File: config.mk
export PLATFORM = sky130hd
export DESIGN_NAME = spi_reg_ctrl
export DESIGN_NICKNAME = d
export VERILOG_FILES = /design/src/rtl/spi_reg_ctrl.sv
export SDC_FILE = /design/constraint.sdc
export NUM_CORES = 1
export LEC_CHECK = 0
export CAP_MARGIN = 20
export CORE_ASPECT_RATIO = 1.2
export CORE_MARGIN = 2
export CORE_UTILIZATION = 25
export CTS_CLUSTER_DIAMETER = 60
export DETAILED_ROUTE_END_ITERATION = 8
export SLEW_MARGIN = 40
export SYNTH_ARGS = -nofsm -noshare
export SYNTH_HDL_FRONTEND = slang
export SYNTH_SLANG_ARGS = --single-unit
export TNS_END_PERCENT = 5
File: constraint.sdc
create_clock -name clk -period 5.7 [get_ports clk]
set_input_delay 0.855 -clock clk [delete_from_list [all_inputs] [get_ports clk]]
set_output_delay 0.855 -clock clk [all_outputs]
set_load 0.01 [all_outputs]
File: src/rtl/spi_reg_ctrl.sv
// spi_reg_ctrl -- register file controller behind an SPI byte slave.
//
// The first byte of each chip-select window is a command:
//   bit7 = 1 read / 0 write, bit6 = auto-increment,
//   bits[5:4] unused, bits[3:0] = start address.
// All following bytes in the window are data bytes.
//   - On a write, each data byte is written to the current address.
//   - On a read, each received byte is a dummy byte, and the reply is
//     presented on data_to_send.
// Registers 0..13 are read/write. Register 14 reads status_in. Register 15
// reads ID_VALUE. Writes to 14 and 15 are dropped.
//
// Optional feature (macro SPI_REG_CTRL_WSTRB_EN): adds wr_strobe/wr_addr,
// which flag each cycle in which cfg_regs updates and the address written.
//
// Ports:
//   clk           system clock, rising edge
//   reset         asynchronous, active-high
//   cs            SPI chip select (active low, already synchronous to clk)
//   data_ready    byte-received flag from the SPI byte slave
//   received_data received byte, valid while data_ready=1
//   read_ack      one-cycle pulse that clears data_ready in the slave
//   data_to_send  byte the slave shifts out next
//   status_in     live status, readable as register 14
//   cfg_regs      registers 0..13, reg n at bits [8n+7:8n]
//   wr_strobe     (optional) pulses in the cycle cfg_regs updates
//   wr_addr       (optional) address written when wr_strobe is 1
module spi_reg_ctrl #(
  parameter logic [7:0] ID_VALUE = 8'hA5
) (
  input  logic         clk,
  input  logic         reset,
  input  logic         cs,
  input  logic         data_ready,
  input  logic [7:0]   received_data,
  output logic         read_ack,
  output logic [7:0]   data_to_send,
  input  logic [7:0]   status_in,
  output logic [111:0] cfg_regs
`ifdef SPI_REG_CTRL_WSTRB_EN
  ,
  output logic         wr_strobe,
  output logic [3:0]   wr_addr
`endif
);

  typedef enum logic [1:0] {IDLE, CMD, WDATA, RDATA} state_t;

  state_t            state;
  state_t            state_nxt;
  logic              consume;
  logic [3:0]        addr;
  logic              ainc;
  logic              rd_load_p1;
  logic [13:0][7:0]  regs;
  logic              wr_en;

  // Read mux: live status and the ID constant sit above the storage.
  function automatic logic [7:0] rd_value(input logic [3:0]       a,
                                          input logic [13:0][7:0] r,
                                          input logic [7:0]       st);
    logic [7:0] v;
    case (a)
      4'd14:   v = st;
      4'd15:   v = ID_VALUE;
      default: v = r[a];
    endcase
    return v;
  endfunction

  // A byte is taken only if it was not acknowledged in the previous cycle,
  // so read_ack can never stay high for two cycles while data_ready is
  // still clearing in the slave.
  assign consume  = data_ready & ~read_ack & ~cs & (state != IDLE);
  assign wr_en    = (state == WDATA) & consume & (addr < 4'd14);
  assign cfg_regs = regs;

  always_ff @(posedge clk or posedge reset) begin
    if (reset) state <= IDLE;
    else       state <= state_nxt;
  end

  always_comb begin
    state_nxt = state;
    if (cs) begin
      state_nxt = IDLE;
    end else begin
      case (state)
        IDLE:    state_nxt = CMD;
        CMD:     if (consume) state_nxt = received_data[7] ? RDATA : WDATA;
        default: state_nxt = state;
      endcase
    end
  end

  // Stage p0 -> p1: byte consumption, address update, register write
  always_ff @(posedge clk or posedge reset) begin
    if (reset) begin
      read_ack   <= 1'b0;
      addr       <= 4'd0;
      ainc       <= 1'b0;
      rd_load_p1 <= 1'b0;
      regs       <= '0;
    end else begin
      read_ack   <= consume;
      rd_load_p1 <= 1'b0;
      if (consume) begin
        case (state)
          CMD: begin
            addr       <= received_data[3:0];
            ainc       <= received_data[6];
            rd_load_p1 <= received_data[7];
          end
          WDATA: begin
            if (wr_en) regs[addr] <= received_data;
            if (ainc)  addr <= addr + 4'd1;
          end
          RDATA: begin
            // Reload even without auto-increment so reg 14 is re-sampled.
            if (ainc) addr <= addr + 4'd1;
            rd_load_p1 <= 1'b1;
          end
          default: ;
        endcase
      end
    end
  end

  // Stage p1 -> p2: present the (already advanced) address on data_to_send
  always_ff @(posedge clk or posedge reset) begin
    if (reset) begin
      data_to_send <= 8'h00;
    end else if (state_nxt != RDATA) begin
      data_to_send <= 8'h00;
    end else if (rd_load_p1) begin
      data_to_send <= rd_value(addr, regs, status_in);
    end
  end

`ifdef SPI_REG_CTRL_WSTRB_EN
  always_ff @(posedge clk or posedge reset) begin
    if (reset) begin
      wr_strobe <= 1'b0;
      wr_addr   <= 4'd0;
    end else begin
      wr_strobe <= wr_en;
      if (wr_en) wr_addr <= addr;
    end
  end
`endif

endmodule

## Word level (Yosys, flattened, before mapping)

Index checks and enable logic that the tools add are counted.

- Multiplexer cells: 16
- $lt $le $gt $ge: 3
- Reduce and logical (&&, ||, !) cells: 9
- Bitwise operators: 7
- Equality and inequality tests: 7
- Add/sub/neg operators: 1

Operators by type and width:

| kind | count |
|---|---|
| $bwmux 112 | 1 |
| $bmux 8 s4 | 1 |
| $demux 8 s4 | 1 |
| $mux 8 | 4 |
| $pmux 8 s2 | 1 |
| $eq 4x4->1 const B | 2 |
| $pmux 4 s2 | 1 |
| $reduce_and 3->1 | 2 |
| $reduce_bool 2->1 | 3 |
| $and 1x1->1 | 5 |
| $lt 4x5->1 const B | 1 |
| $add 4x1->4 const B | 1 |
| $eq 2x2->1 const B | 2 |
| $ge 4x1->1 const B | 1 |
| $lt 4x4->1 const B | 1 |
| $mux 2 | 2 |
| $mux 4 | 1 |
| $pmux 2 s2 | 1 |
| $eq 2x1->1 const B | 1 |
| $logic_not 2->1 | 1 |
| $mux 1 | 2 |
| $ne 2x1->1 const B | 1 |
| $ne 2x2->1 const B | 1 |
| $not 1->1 | 2 |
| other kinds (4) | 4 |

- Input port bits: 20
- Word-level logic and storage cells: 63
- Register bits: 129
- Output and inout bits: 121

## Longest topological paths before layout

Gate-level depths: netlist of run 1.

- Word-level depth: 9
- Mapped depth: 11
- Depth with buffers taken out: 7

## Worst setup path before layout of run 1

Ideal clock, no wire load.

- Path type: reg-to-reg
- Start: reg addr[0]
- End: reg data_to_send[2]
- Path slack: 3,544 ps
- Stages on the path, launching flop included: 12
- Arrival: 2,023 ps
- Setup time: 133 ps
- Period minus slack after synthesis: 2,156 ps
- Buffers on the path: 4
- Data required time: 5,567 ps
- Cell sequence: dfrtp_1 > buf_6 > buf_6 > buf_12 > inv_1 > ha_1 > buf_2 > o211ai_1 > o21ai_0 > a211oi_1 > a21o_1 > a21oi_1

- Word-level cells in the longest chain between the ends: 5
- Elaborated cells on any way between the ends: 7
- Those cells by class: 2 x eq/ne; 5 x mux

Ends and longest elaborated chain:

| item | RTL line | source |
|---|---|---|
| start, declared | 52 | `logic [3:0] addr;` |
| start signal, assigned | 110 | `addr <= received_data[3:0];` |
| start signal, assigned | 116 | `if (ainc) addr <= addr + 4'd1;` |
| start signal, assigned | 120 | `if (ainc) addr <= addr + 4'd1;` |
| $bmux 8 s4 | 66 | `default: v = r[a];` |
| $mux 8 (not written as such) | 66 |  |
| $pmux 8 s2 (*) | 63 | `case (a)` |
| $mux 8 (*) | 135 | `end else if (rd_load_p1) begin` |
| $mux 8 (*) | 133 | `end else if (state_nxt != RDATA) begin` |
| end signal, assigned | 136 | `data_to_send <= rd_value(addr, regs, status_in);` |
| end, declared | 37 | `output logic [7:0] data_to_send,` |

Mark *: on every way between the ends. The rest lies on a longest branch, timed or not. The select of a mux whose other input is x is not followed.
A chain may end at the register's enable or synchronous reset.

## Worst setup path after layout of run 1

- Start: reg addr[1]
- End: reg data_to_send[2]

The elaborated chain is that of the path after synthesis.

==> results of run 1 <==
-- routing by layer --
layer | routed length (um) | vias up | GRT usage [%]
li1 | - | 1955 | -
met1 | 8290 | 2260 | 18.7
met2 | 9990 | 142 | 25.2
met3 | 1270 | 29 | 4.73
met4 | 494 | 0 | 5.91
met5 | 0 | - | 0
-- placed cells by master (no fill, tap or decap), types with 4 or more instances in the layout --
cell             instances
clkdlybuf4s50_1        140
dfrtp_1                128
mux2_2                 114
mux2i_1                 21
nand2_1                 19
clkbuf_16               17
a21oi_1                 12
o21ai_0                 10
mux4_1                  10
nor2_1                   9
nand2_2                  8
o22ai_1                  7
inv_1                    6
nor2b_1                  6
nand3_4                  6
nand3_1                  5
mux4_2                   5
buf_4                    5
and3_1                   4
nand3b_1                 4
nor3_1                   4
a21o_1                   4
mux2_1                   4
ha_1                     4
bufinv_16                4
-- cells in the mapped netlist, types with 6 or more instances --
library cell / number
a21oi_1: 12
buf_2: 12
clkbuf_1: 10
dfrtp_1: 129
inv_1: 7
mux2_2: 114
mux2i_1: 21
mux4_1: 10
nand2_1: 19
nand2_2: 8
nand3_4: 6
nor2_1: 9
nor2b_1: 7
o21ai_0: 10
o22ai_1: 7
-- sequential cells by signal (all words and copies together), names as in the netlist --
signal	flops
addr	4
ainc	1
cfg_regs	112
data_to_send	8
rd_load_p1	1
read_ack	1
state	2
-- cell families after synthesis --
kind of cell,count (synthesis),share of synthesized area [%]
AOI/OAI and AO/OA,54,5.69
DFF,129,51.1
adders and majority gates,4,0.792
buffers and inverters,38,3.92
muxes,156,30.8
and+or+nand+nor,76,7.71
-- critical path, cell delays in order, from the launching register on --
cell and delay [ps]:
dfrtp_1 610, buf_4 330, ha_1 410, o211ai_1 510, o21ai_0 180, a211oi_1 390
a21o_1 180, a21oi_1 60
-- power by group through the flow --
stage / Clock, mW / Sequential [mW] / Combinational (mW)
after detailed placement: 0 / 1.17 / 0.817
after CTS: 1.19 / 1.15 / 0.822
after global routing: 1.23 / 1.17 / 0.869
final: 1.17 / 1.15 / 0.814
after floorplan: 0 / 1.15 / 0.507
after global placement: 0 / 1.17 / 0.810
-- final timing paths --
check,start,end,slack [ps],cells past startpoint
min in group asynchronous,reset,cfg_regs[107],900,2
max in group asynchronous,reset,cfg_regs[34],3660,3
min reg2reg,cfg_regs[100],cfg_regs[100],510,1
min,cfg_regs[100],cfg_regs[100],510,1
max reg2reg,addr[1],data_to_send[2],2890,7
max,addr[1],data_to_send[2],2890,7
-- area by class of cell --
| type | count | area, um^2 | share of cell area [%] |
|---|---|---|---|
| clock buffers | 23 | 478 | 5.57 |
| clock inverters | 9 | 154 | 1.79 |
| inverters | 7 | 28.8 | 0.335 |
| multi-input cells | 290 | 2840 | 33.1 |
| flip-flops and latches | 129 | 3230 | 37.6 |
| well taps | 325 | 407 | 4.74 |
| repair buffers | 145 | 1440 | 16.8 |
-- through the flow --
step	hold slack (ps)	util, %
after floorplan	480	-
after global placement	495	32.1
after detailed placement	503	32.1
after CTS	517	34.7
after global routing	546	34.7
final	513	34.7
==> out/results.ini, run 1 <==
[outcome]
status = finished clean

[final_layout]
layout-drive-gt1-share_pct = 29.4
syn_to_final_growth_pct = 35.8
diodes = 0
nets = 614
design_area_um2 = 8580
fillers = 2434
fin_cells = 928

[floorplan]
fp.dieW_um = 149
rows = 63
ioPinCount = 141
core_um2 = 24800
start_util_pct = 25.5
die-area_um2 = 26600
die_h_um = 178

[power]
power.density_nw_per_um2 = 366
pwr-share-clk_pct = 37.3
power.internal_mw = 2.19
power_frac_comb_pct = 25.9
seq_power_share_pct = 36.7
peakVddDrop_v = 0.000212
leakage_nw = 3.80
power_mw = 3.14
switchingPower_mw = 0.948
swShare_pct = 30.2

[synthesis]
syn-num-nets = 481
synth_top_area_share_pct = 51.1
ys_seq_area_share_pct = 51.1
ys.flop_type = dfrtp_1
synthCells = 457
yosys.area.top_type = dfrtp_1
yosysWarnings = 0
synthTopCellsByArea = dfrtp_1 (51%), mux2_2 (20%), mux4_1 (4.2%), mux2i_1 (3.3%), mux4_2 (1.8%)
synth_area_per_cell_um2 = 13.8
synth_cell_type_count = 46
netlist_area_um2 = 6320
async_flop_share_pct = 100
ys_ff_latch = 129
synth_edf_count = 0

[placed_design]
gp_congestion = 0.765
place_inst = 896
dp_slack_ps = 2660
dpl.hpwl_mm = 14.5
place_area_um2 = 7950
io_buffers = 140

[sta]
max_slew_margin_pct = 49.5
finalCriticalPeriod_ps = 2810
finalSetupViolations = 0
fin_crit_sh_pct = 49.4
final_max_slew_viol_count = 0
fmax_ghz = 0.355
layout_setup_ws_ps = 2890
finalSetupTns_ps = 0
worst_slew_pin_slew_ps = 758
fin_skew_ps = 9.38
grt_setup_unrepaired = no
hold_viol_final = 0

[drt]
wl_per_cell_um = 21.6
drc = 0
wirelength_mm = 20.0
drtPass1Iterations = 5
dr_total_vias = 4386
antenna_left = 0
drtIter0Drc = 262
routed_via_density = 4.73

[clock_tree]
cts_resized = 0
cts_buffer_depth = 2
cts_tree = yes
cts_hold_buf = 0
htreeDepth = 4
numCtsBuffers = 17
clk_pin_slew_ps = 60
root_buffer = clkbuf_16
clock_latency_ps = 420
post_cts_buffers = 0
cts.sinks = 129

[critical_path]
crit_fanout = 15
cp-end-kind = flip-flop
required_ps = 5970
start_kind = flip-flop
arrival_ps = 3080
worst-setup-path-type = reg2reg

[global_route]
grt.total_usage_pct = 15.3
grt_antenna_before_repair = 0
grt_max_degree = 55
first_global_vias = 4592
grt_pass1_wl_mm = 29.9
grt_overflow = 0

[job]
cap_violations = 0

[hold_path]
hp-class = reg2reg

Power figures use the tool's default switching activity.
==> run 2: changes to the inputs <==
==> constraint.sdc (replaced) <==
create_clock -name clk -period 2.9 [get_ports clk]
set_input_delay 0.435 -clock clk [delete_from_list [all_inputs] [get_ports clk]]
set_output_delay 0.435 -clock clk [all_outputs]
set_load 0.01 [all_outputs]
==> out/results.ini, run 2 (synthesized netlist as in run 1, its figures left out) <==
[sta]
layout_setup_ws_ps = 623  ; -2260 ps
fin_crit_sh_pct = 78.5  ; +29 points
finalSetupTns_ps = 0  ; unchanged
grt_setup_unrepaired = no
final_max_slew_viol_count = 0  ; unchanged
max_slew_margin_pct = 52.3  ; +2.8 points
hold_viol_final = 0  ; unchanged
finalCriticalPeriod_ps = 2280  ; -536 ps
finalSetupViolations = 0  ; unchanged
worst_slew_pin_slew_ps = 713  ; -44.8 ps
fin_skew_ps = 9.41  ; +0.0346 ps
fmax_ghz = 0.439  ; +24%
whs_ps = 300  ; -213 ps

[power]
leakage_nw = 3.86  ; +1.6%
peakVddDrop_v = 0.000411  ; +94%
power.density_nw_per_um2 = 705  ; +93%

[critical_path]
rr_startpoint = addr[0]
r2r_cells = 5  ; -2
critPathSlowestCell = mux4_1
cp_num_buf_inv = 1  ; unchanged
cp.depth = 5  ; -2
cp-end-kind = flip-flop
start_kind = flip-flop
worst-setup-path-type = reg2reg
path_delay_family = compound AO/OA/AOI/OAI gates
required_ps = 3210  ; -2760 ps
crit_fanout = 42  ; +27
startpoint = addr[0]
r2r_end = data_to_send[7]
max_stage_delay_ps = 660  ; +50 ps
arrival_ps = 2590  ; -490 ps
path_cells = buf_12, mux4_1, a211oi_1, a21o_1, a21oi_1
reg2reg_slack_ps = 620  ; -2260 ps

[floorplan]
rows = 63  ; unchanged
fp.dieW_um = 149  ; unchanged
start_util_pct = 25.5  ; unchanged
die_h_um = 178  ; unchanged
core_um2 = 24800  ; unchanged
die-area_um2 = 26600  ; unchanged
ioPinCount = 141  ; unchanged

[final_layout]
nets = 626  ; +2.0%
fin_cells = 939  ; +1.2%
diodes = 0  ; unchanged
largest_reg_flops = 112  ; unchanged
syn_to_final_growth_pct = 37.3
mostFrequentLayoutCell = clkdlybuf4s50_1
layout_common_cells = clkdlybuf4s50_1 (140), dfrtp_1 (128), mux2_2 (114), mux2i_1 (21), nand2_1 (19)
layout-drive-gt1-share_pct = 30.9  ; +1.6 points
design_area_um2 = 8670  ; +1.1%

[hold_path]
hp-class = in2async

[drt]
drc = 0  ; unchanged
antenna_left = 0  ; unchanged
wl_per_cell_um = 21.0  ; -2.7%
dr_total_vias = 4408  ; +0.50%
routed_via_density = 4.69  ; -0.68%
drtPass1Iterations = 4  ; -1
wirelength_mm = 19.7  ; -1.5%
drtIter0Drc = 287  ; +9.5%

[placed_design]
place_inst = 908  ; +1.3%
gp_congestion = 0.809  ; +5.6%
place_area_um2 = 8070  ; +1.6%
io_buffers = 140  ; unchanged
dp_slack_ps = 548  ; -2110 ps
dpl.hpwl_mm = 14.4  ; -1.2%

[global_route]
grt.total_usage_pct = 15.3  ; about the same
grt_antenna_before_repair = 0  ; unchanged
first_global_vias = 4587  ; -0.11%
grt_overflow = 0  ; unchanged
grt_pass1_wl_mm = 29.2  ; -2.1%
grt_max_degree = 65  ; +18%

[job]
cap_violations = 0  ; unchanged

[clock_tree]
root_buffer = clkbuf_16
numCtsBuffers = 17  ; unchanged
cts_hold_buf = 0  ; unchanged
clock_latency_ps = 420  ; about the same
cts_buffer_depth = 2  ; unchanged
cts_resized = 0  ; unchanged
htreeDepth = 4  ; unchanged
clk_pin_slew_ps = 60  ; about the same
post_cts_buffers = 0  ; unchanged
cts_tree = yes
cts.sinks = 129  ; unchanged

[outcome]
status = finished clean

-- run 2: cell types whose count changed in the layout (fill, tap and decap cells not counted), sizes merged --
cell,before,now
bufinv,4,3
clkinv,3,8
buf,5,17
clkbuf,23,18
-- run 2: worst max-delay path by stage --
stage                      endpoint  slack (ps)
finish              data_to_send[7]         620
detailed placement     cfg_regs[46]         550
floorplan           data_to_send[2]         740
global route        data_to_send[7]         600
CTS                 data_to_send[7]         650
global placement       cfg_regs[28]         560
-- run 2: cell type report --
| class | instances | area [um^2] |
|---|---|---|
| sequential | 129 | 3230 |
| clock buffer | 18 | 439 |
| clock inverter | 13 | 161 |
| fill | 2468 | 16100 |
| multi-input combinational | 290 | 2840 |
| tap | 325 | 407 |
| timing repair buffer | 157 | 1570 |
| inverter | 7 | 30.0 |
-- run 2: power breakdown --
part	switching, mW	total [mW]	internal [mW]
logic	0.837	1.68	0.846
clock network	0.801	2.17	1.37
registers	0.251	2.27	2.01
total	1.89	6.12	4.23
-- run 2: metrics by stage --
step           utilization [%]  total power, mW
6_report                  35.0             6.12
5_1_grt                   35.0             6.40
4_1_cts                   35.0             6.19
3_5_place_dp              32.6             3.99
3_3_place_gp              32.6             3.98
2_1_floorplan                -             3.26
-- run 2: per-layer routing --
layer  GRT usage, %  up-vias  part of all wire [%]  wire (um)
met5              0        -                     0          0
met1           18.3     2285                    41       8030
met3           4.27       27                   5.8       1150
li1               -     1984                     -          -
met4           5.83        0                   2.3        455
met2           26.0      112                    51      10100
